===== config.mk =====
export PLATFORM = sky130hd
export DESIGN_NAME = imem_loader
export DESIGN_NICKNAME = d
export VERILOG_FILES = /design/src/rtl/imem_loader.sv
export SDC_FILE = /design/constraint.sdc
export NUM_CORES = 1
export LEC_CHECK = 0
export CORE_UTILIZATION = 33
export CTS_BUF_LIST = sky130_fd_sc_hd__clkbuf_8 sky130_fd_sc_hd__clkbuf_16
export CTS_CLUSTER_SIZE = 30
export DETAILED_ROUTE_END_ITERATION = 8
export SKIP_LAST_GASP = 1
export SYNTH_ARGS = -nofsm -noshare
export SYNTH_HDL_FRONTEND = slang
export SYNTH_SLANG_ARGS = --single-unit

===== constraint.sdc =====
create_clock -name clk -period 2.3 [get_ports clk]
set_input_delay 0.23 -clock clk [delete_from_list [all_inputs] [get_ports clk]]
set_output_delay 0.23 -clock clk [all_outputs]
set_load 0.05 [all_outputs]

===== src/rtl/imem_loader.sv =====
// Boot loader: packs a length-prefixed byte stream into 32-bit instruction memory writes.
// Latency: wr_en one cycle after the 4th byte of a word; done one cycle after the last write. in_ready drops only in DONE/ERR or the post-write cycle.
// Backpressure: valid/ready on the byte stream, 1 byte/cycle sustained; no backpressure from the memory side.
module imem_loader #(
    parameter int          DEPTH     = 64,
    parameter logic [31:0] BASE_ADDR = 32'h0,
    parameter int          TIMEOUT   = 1024
) (
    input  logic        clk,
    input  logic        rst,
    input  logic [7:0]  in_data,
    input  logic        in_valid,
    output logic        in_ready,
    output logic        wr_en,
    output logic [31:0] wr_addr,
    output logic [31:0] wr_data,
    output logic        cpu_rst,
    output logic        done,
    output logic        error
);

    localparam int IDX_W  = $clog2(DEPTH + 1);
    localparam int IDLE_W = $clog2(TIMEOUT + 1);
    localparam logic [IDLE_W-1:0] IDLE_LAST = IDLE_W'(TIMEOUT - 1);

    typedef enum logic [2:0] {
        LEN_HI,
        LEN_LO,
        DATA,
        DONE,
        ERR
    } state_t;

    state_t             state;
    state_t             state_nxt;
    logic [15:0]        len;
    logic [IDX_W-1:0]   idx;
    logic [1:0]         byte_cnt;
    logic [23:0]        word_sr;
    logic [IDLE_W-1:0]  idle_cnt;

    logic               accept;
    logic               idle_expired;
    logic               all_written;
    logic [15:0]        len_rx;

    assign accept       = in_valid && in_ready;
    assign len_rx       = {len[15:8], in_data};
    // Uses in_valid rather than accept so the FSM never reads its own in_ready.
    assign idle_expired = (idle_cnt == IDLE_LAST) && !in_valid;
    // idx counts issued writes; equality with len means the last word went out last cycle.
    assign all_written  = (16'(idx) == len);

    always_ff @(posedge clk) begin
        if (rst) begin
            state <= LEN_HI;
        end else begin
            state <= state_nxt;
        end
    end

    always_comb begin
        state_nxt = state;
        in_ready  = 1'b0;
        case (state)
            LEN_HI: begin
                in_ready = 1'b1;
                if (in_valid) begin
                    state_nxt = LEN_LO;
                end
            end
            LEN_LO: begin
                in_ready = 1'b1;
                if (in_valid) begin
                    if (len_rx == 16'd0) begin
                        state_nxt = DONE;
                    end else if (len_rx > 16'(DEPTH)) begin
                        state_nxt = ERR;
                    end else begin
                        state_nxt = DATA;
                    end
                end else if (idle_expired) begin
                    state_nxt = ERR;
                end
            end
            DATA: begin
                if (all_written) begin
                    state_nxt = DONE;
                end else begin
                    in_ready = 1'b1;
                    if (idle_expired) begin
                        state_nxt = ERR;
                    end
                end
            end
            DONE:    state_nxt = DONE;
            ERR:     state_nxt = ERR;
            default: state_nxt = ERR;
        endcase
    end

    always_ff @(posedge clk) begin
        if (rst) begin
            wr_en    <= 1'b0;
            wr_addr  <= BASE_ADDR;
            wr_data  <= 32'h0;
            cpu_rst  <= 1'b1;
            done     <= 1'b0;
            error    <= 1'b0;
            len      <= 16'h0;
            idx      <= '0;
            byte_cnt <= 2'd0;
            word_sr  <= 24'h0;
            idle_cnt <= '0;
        end else begin
            wr_en <= 1'b0;

            if ((state == LEN_LO || state == DATA) && !accept) begin
                idle_cnt <= idle_cnt + IDLE_W'(1);
            end else begin
                idle_cnt <= '0;
            end

            if (accept) begin
                case (state)
                    LEN_HI: len[15:8] <= in_data;
                    LEN_LO: len[7:0]  <= in_data;
                    DATA: begin
                        word_sr  <= {word_sr[15:0], in_data};
                        byte_cnt <= byte_cnt + 2'd1;
                        if (byte_cnt == 2'd3) begin
                            wr_en   <= 1'b1;
                            wr_data <= {word_sr, in_data};
                            wr_addr <= BASE_ADDR + (32'(idx) << 2);
                            idx     <= idx + IDX_W'(1);
                        end
                    end
                    default: ;
                endcase
            end

            if (state_nxt == DONE) begin
                done    <= 1'b1;
                cpu_rst <= 1'b0;
            end
            if (state_nxt == ERR) begin
                error <= 1'b1;
            end
        end
    end

endmodule

Yosys cells after proc, flatten, opt, wreduce, memory -nomap -nowiden --
Index checks and enable logic that the tools add are counted.
Word-level totals: register bits after elaboration 106, bits in latches 0, memory bits (writable) 0, ROM bits 0, bits of input ports 11, memories 0
Cells by class: $add $sub $neg 3, multipliers 0, div/mod/pow operators 0, order comparisons 1, eq/ne operators 8, shifts and indexed selects 0, multiplexer cells 10, bitwise operators 3, reduce and logical (&&, ||, !) cells 15
Operators with widths (count):
- $mux 3 | 6
- $eq 7x16->1 | 1
- $gt 16x7->1 const B | 1
- $logic_not 16->1 | 1
- $pmux 3 s4 | 1
- $add 11x1->11 const B | 1
- $eq 11x10->1 const B | 1
- $eq 3x2->1 const B | 3
- $add 7x1->7 const B | 1
- $reduce_and 2->1 | 3
- $reduce_or 2->1 | 2
- $eq 3x1->1 const B | 1
- $eq 3x3->1 const B | 1
- $logic_and 1x1->1 | 3
- $logic_not 3->1 | 1
- $not 1->1 | 3
- $reduce_and 3->1 | 1
- $reduce_or 3->1 | 1
- $add 2x1->2 const B | 1
- $eq 2x2->1 const B | 1
- $logic_not 1->1 | 2
- $mux 1 | 2
- $pmux 1 s2 | 1
- $logic_or 1x1->1 | 1

Longest topological paths before layout --
depth after elaboration 8, depth in mapped cells 8, gate-level depth less buffers 6

Worst setup path before layout --
Ideal clock, no wire load.
kind reg-to-reg, start point register len[15], end point register word_sr[6], setup time 0.128 ns, arrival 1.712 ns, path slack 0.461 ns, cell stages (with the launch flop) 8, path buffers 2, period minus slack after synthesis 1.839 ns, cell sequence dfxtp_1 > nor4_4 > nand4_2 > o31a_1 > buf_2 > buf_2 > mux2i_1 > nor2_1
On the way: longest elaborated chain between the ends 5
RTL lines:
- from (decl) | line 36 | logic [15:0] len;
- from (signal assigned) | line 126 | LEN_HI: len[15:8] <= in_data;
- $eq 7x16->1 | line 52 | assign all_written = (16'(idx) == len);
- $mux 1 | line 87 | if (all_written) begin
- $pmux 1 s2 | line 65 | case (state)
- $logic_and 1x1->1 | line 47 | assign accept = in_valid && in_ready;
- $reduce_and 2->1 (no source line)
- to (signal assigned) | line 129 | word_sr <= {word_sr[15:0], in_data};
- to (decl) | line 39 | logic [23:0] word_sr;
Every way passes these cells. A chain may end at the register's enable or synchronous reset.

Final worst setup path --
start point register len[10], end point output port in_ready
On the way: longest elaborated chain between the ends 3
RTL lines:
- $eq 7x16->1 | line 52
- $mux 1 | line 87
- $pmux 1 s2 | line 65
- to (decl) | line 13 | output logic in_ready,
Every way passes these cells.

==> results.md <==
- Result of the run: finished, final reports clean
- Number of global-route vias before repair: 3,240
- Metal1 wirelength: 4.64 mm
- Kind of path behind the tightest hold check: in -> reg
- H-tree lvl count: 3
- Proportion of synthesized chip area in sequential cells: 48.9%
- Setup repair after global routing missed its margin: false
- Total chip power: 0.00370 W
- Final standard cell area without fillers: 5370 sq um
- Data required time at the worst endpoint: 2.07 ns
- Height of the die: 117 um
- Setup-violating endpoint count in the final report: 0
- Slew at the pin closest to its max-slew limit: 0.749 ns
- Time the final worst path needs with I/O delays and setup: 2.19 ns
- Detailed-router iteration count before antenna repair: 4
- Final Cycle Share: 95.1%
- Largest delay share family, worst path: simple AND/OR/NAND/NOR gates
- Total DRC errors in the routed layout: 0
- Maximum buffer depth of the clock tree: 2
- Area added between synthesis and finish: 23.7%
- CTS tree: done
- Leakage: 1.81 nW
- Detailed-routed wire length on met3: 425 um
- Max-cap violations: 0
- Clock-pin slew reported for the worst setup and hold paths after clock tree synthesis: 0.07 ns
- Final Skew: 0.0125 ns
- Met2 layer wire length in the routed design: 4.22 mm
- Cts bufs inserted: 9
- Buffer cell driving the clock tree root: clkbuf_16
- Global Route Usage Sum: 14.9%
- Primary flip-flop cell chosen by synthesis mapping: dfxtp_1
- Number of ports placed on the die boundary: 80
- Number of antenna violations at the first check in global routing: 0
- Critical Setup Path Class: reg -> out
- Delay of the slowest cell on the worst path: 0.37 ns
- Type of origin of the critical path: flop
- Highest metal layer used by the detailed router: met4
- Clock net sink count: 106
- Antenna-violating nets left: 0
- Critical Path Slowest Stage Cell: nor4_4
- Total half-perimeter wirelength after legalization and detailed placement: 6.44 mm
- Effective utilization at floorplan: 34.1%
- VDD IR max: 0.000463 V
- Synthesized area divided by synthesized cell count: 8.69 sq um
- DRT iter0 DRCs: 266
- Placement Rows: 41
- Tightest hold margin: 0.308 ns
- Total wire length: 9.44 mm
- Setup total negative slack: 0 ns
- Wire length per cell after detailed routing: 12.8 um
- Global-route congestion overflow total: 0
- Skew-Pair Late Insertion Delay: 0.36 ns
- Number of synthesis warnings: 0
- Share of synthesized registers carrying an async set or reset: 0%
- Arrival time worst endpoint: 1.96 ns
- Vias: 3,433
- Total cell area at the placement stage: 5030 sq um
- Combined area of all synthesized cells: 4340 sq um
- Largest net degree at the start of global routing: 75
- Antenna diode instance count: 0
- Timing-limited maximum frequency: 0.457 GHz
- IO buf count: 54
- Total Die Area: 13,600 sq um
- Die boundary width: 117 um
- Number of synthesized flops with an enable pin: 0
- Global-route wire length before repair: 15.7 mm
- Cell count after synthesis: 500
- Final-report hold violation count: 0
- Headroom to the max-slew limit: 50.1%
- Fillers: 1,284
- Placer Congestion: 0.758
- Placeable core region: 12,700 sq um
- Number of buffers inserted for hold repair after clock tree synthesis: 0
- CP Buf/Inv Count: 1
- Pins over their slew limit: 0
- Pwr dens: 689 nW/um^2
- Share of post-route cells with drive strength above 1: 10.1%
- Post-DR vias/cell: 4.65
- Type of element capturing the critical path: output port
- Yosys cell types: 40
- Number of register bits inferred by synthesis: 106
- Crit-path cells: nor4_4 -> nand4_4 -> nor3_4 -> o21a_1 -> nor2_1 -> buf_4
- CP max FO: 5
- Number of nets in the layout: 576
-- cell usage after synthesis (5+ instances only) --
master / n / area (sq um)
dfxtp_1: 106 / 2120
xnor2_1: 14 / 123
mux2i_1: 25 / 250
nor2_1: 40 / 150
nand2b_1: 5 / 31.3
nor3_1: 5 / 25.0
nor2_2: 10 / 62.6
buf_4: 25 / 188
buf_6: 6 / 67.6
inv_1: 5 / 18.8
clkbuf_1: 18 / 67.6
nand2_1: 117 / 439
nand3_1: 9 / 45.0
a21oi_1: 63 / 315
-- worst reg2reg max path, cell delays in order (launching register included) --
cell and delay [ns]:
dfxtp_1 0.35, nor4_4 0.37, nand4_4 0.21, o31a_1 0.33, o41a_1 0.61, nor2_2 0.18
-- area by class of cell --
type                       count  area, sq um  share of cell area [%]
clock buffer                   9          225                    4.19
sequential                   106         2120                    39.5
multi-input combinational    361         1980                    36.9
clock inverter                 7         61.3                    1.14
inverter                       5         18.8                   0.349
tap                          172          215                    4.01
timing repair buffer          79          746                    13.9
-- what timing repair did --
item,4_1_cts,5_1_grt
resized for setup,2,1
pin swaps,0,3
setup endpoints to repair,1,51
buffers inserted,0,5
-- layout by cell type, fill, tap and decap left out, types with 3 or more instances in the layout --
cell | netlist | final
o31ai_1 | 4 | 4
nand2_1 | 117 | 117
xor2_1 | 4 | 4
nor2_2 | 10 | 10
nor2b_1 | 3 | 3
xnor2_1 | 14 | 14
clkbuf_16 | 0 | 9
nand2b_1 | 5 | 5
o21ai_0 | 3 | 3
dfxtp_1 | 106 | 106
or4_1 | 4 | 4
inv_1 | 5 | 6
nand3_1 | 9 | 9
clkdlybuf4s50_1 | 0 | 52
a21oi_1 | 63 | 63
buf_4 | 25 | 24
o31a_1 | 3 | 3
nor3_1 | 5 | 4
nor2_1 | 40 | 40
clkinv_4 | 0 | 3
mux2i_1 | 25 | 25
and3_1 | 3 | 3
ha_1 | 3 | 3
conb_1 | 1 | 25
-- power breakdown --
| part | switching (W) | total, W | internal, W | leakage [nW] |
|---|---|---|---|---|
| sequential | 0.0000214 | 0.00188 | 0.00185 | 0.856 |
| combinational | 0.000228 | 0.000323 | 0.0000949 | 0.808 |
| clock | 0.000745 | 0.00150 | 0.000756 | 0.145 |
| total | 0.000994 | 0.00370 | 0.00271 | 1.81 |
-- per-layer routing --
| layer | global-route usage, % | up-vias |
|---|---|---|
| met5 | 0 | - |
| met4 | 5.49 | 0 |
| met3 | 4.20 | 12 |
| met2 | 23.2 | 94 |
| met1 | 19.6 | 1577 |
| li1 | - | 1750 |
-- through the flow --
stage               std cells  setup WS [ns]  utilization, %
detailed placement        718          0.107            39.5
CTS                       734         0.0213            41.9
finish                    739          0.113            42.2
floorplan                 524          0.461               -
global route              739         0.0155            42.2
global placement          718          0.168            39.5
-- state kept, by name, indices dropped and copies added (netlist names) --
register,cells
wr_data,32
word_sr,24
len,16
idle_cnt,11
idx,7
wr_addr,7
state,3
byte_cnt,2
cpu_rst,1
done,1
error,1
wr_en,1
-- final timing paths --
kind | startpoint | to | slack, ns | cells after the start
setup reg to reg | len[10] | idle_cnt[8] | 0.18 | 5
hold reg to reg | wr_data[19] | wr_data[19] | 0.45 | 2
hold / removal | rst | state[1] | 0.31 | 2
setup / recovery | len[10] | in_ready | 0.11 | 6
-- cell families after synthesis --
family	share of synthesized area, %
and+or+nand+nor	21.4
buffers and inverters	8.21
adders and majority gates	0.864
AOI/OAI and AO/OA	11.1
other	0.0863
xor gates and xnor gates	3.63
muxes	5.76
DFF	48.9
(Power assumes the default switching activity.)
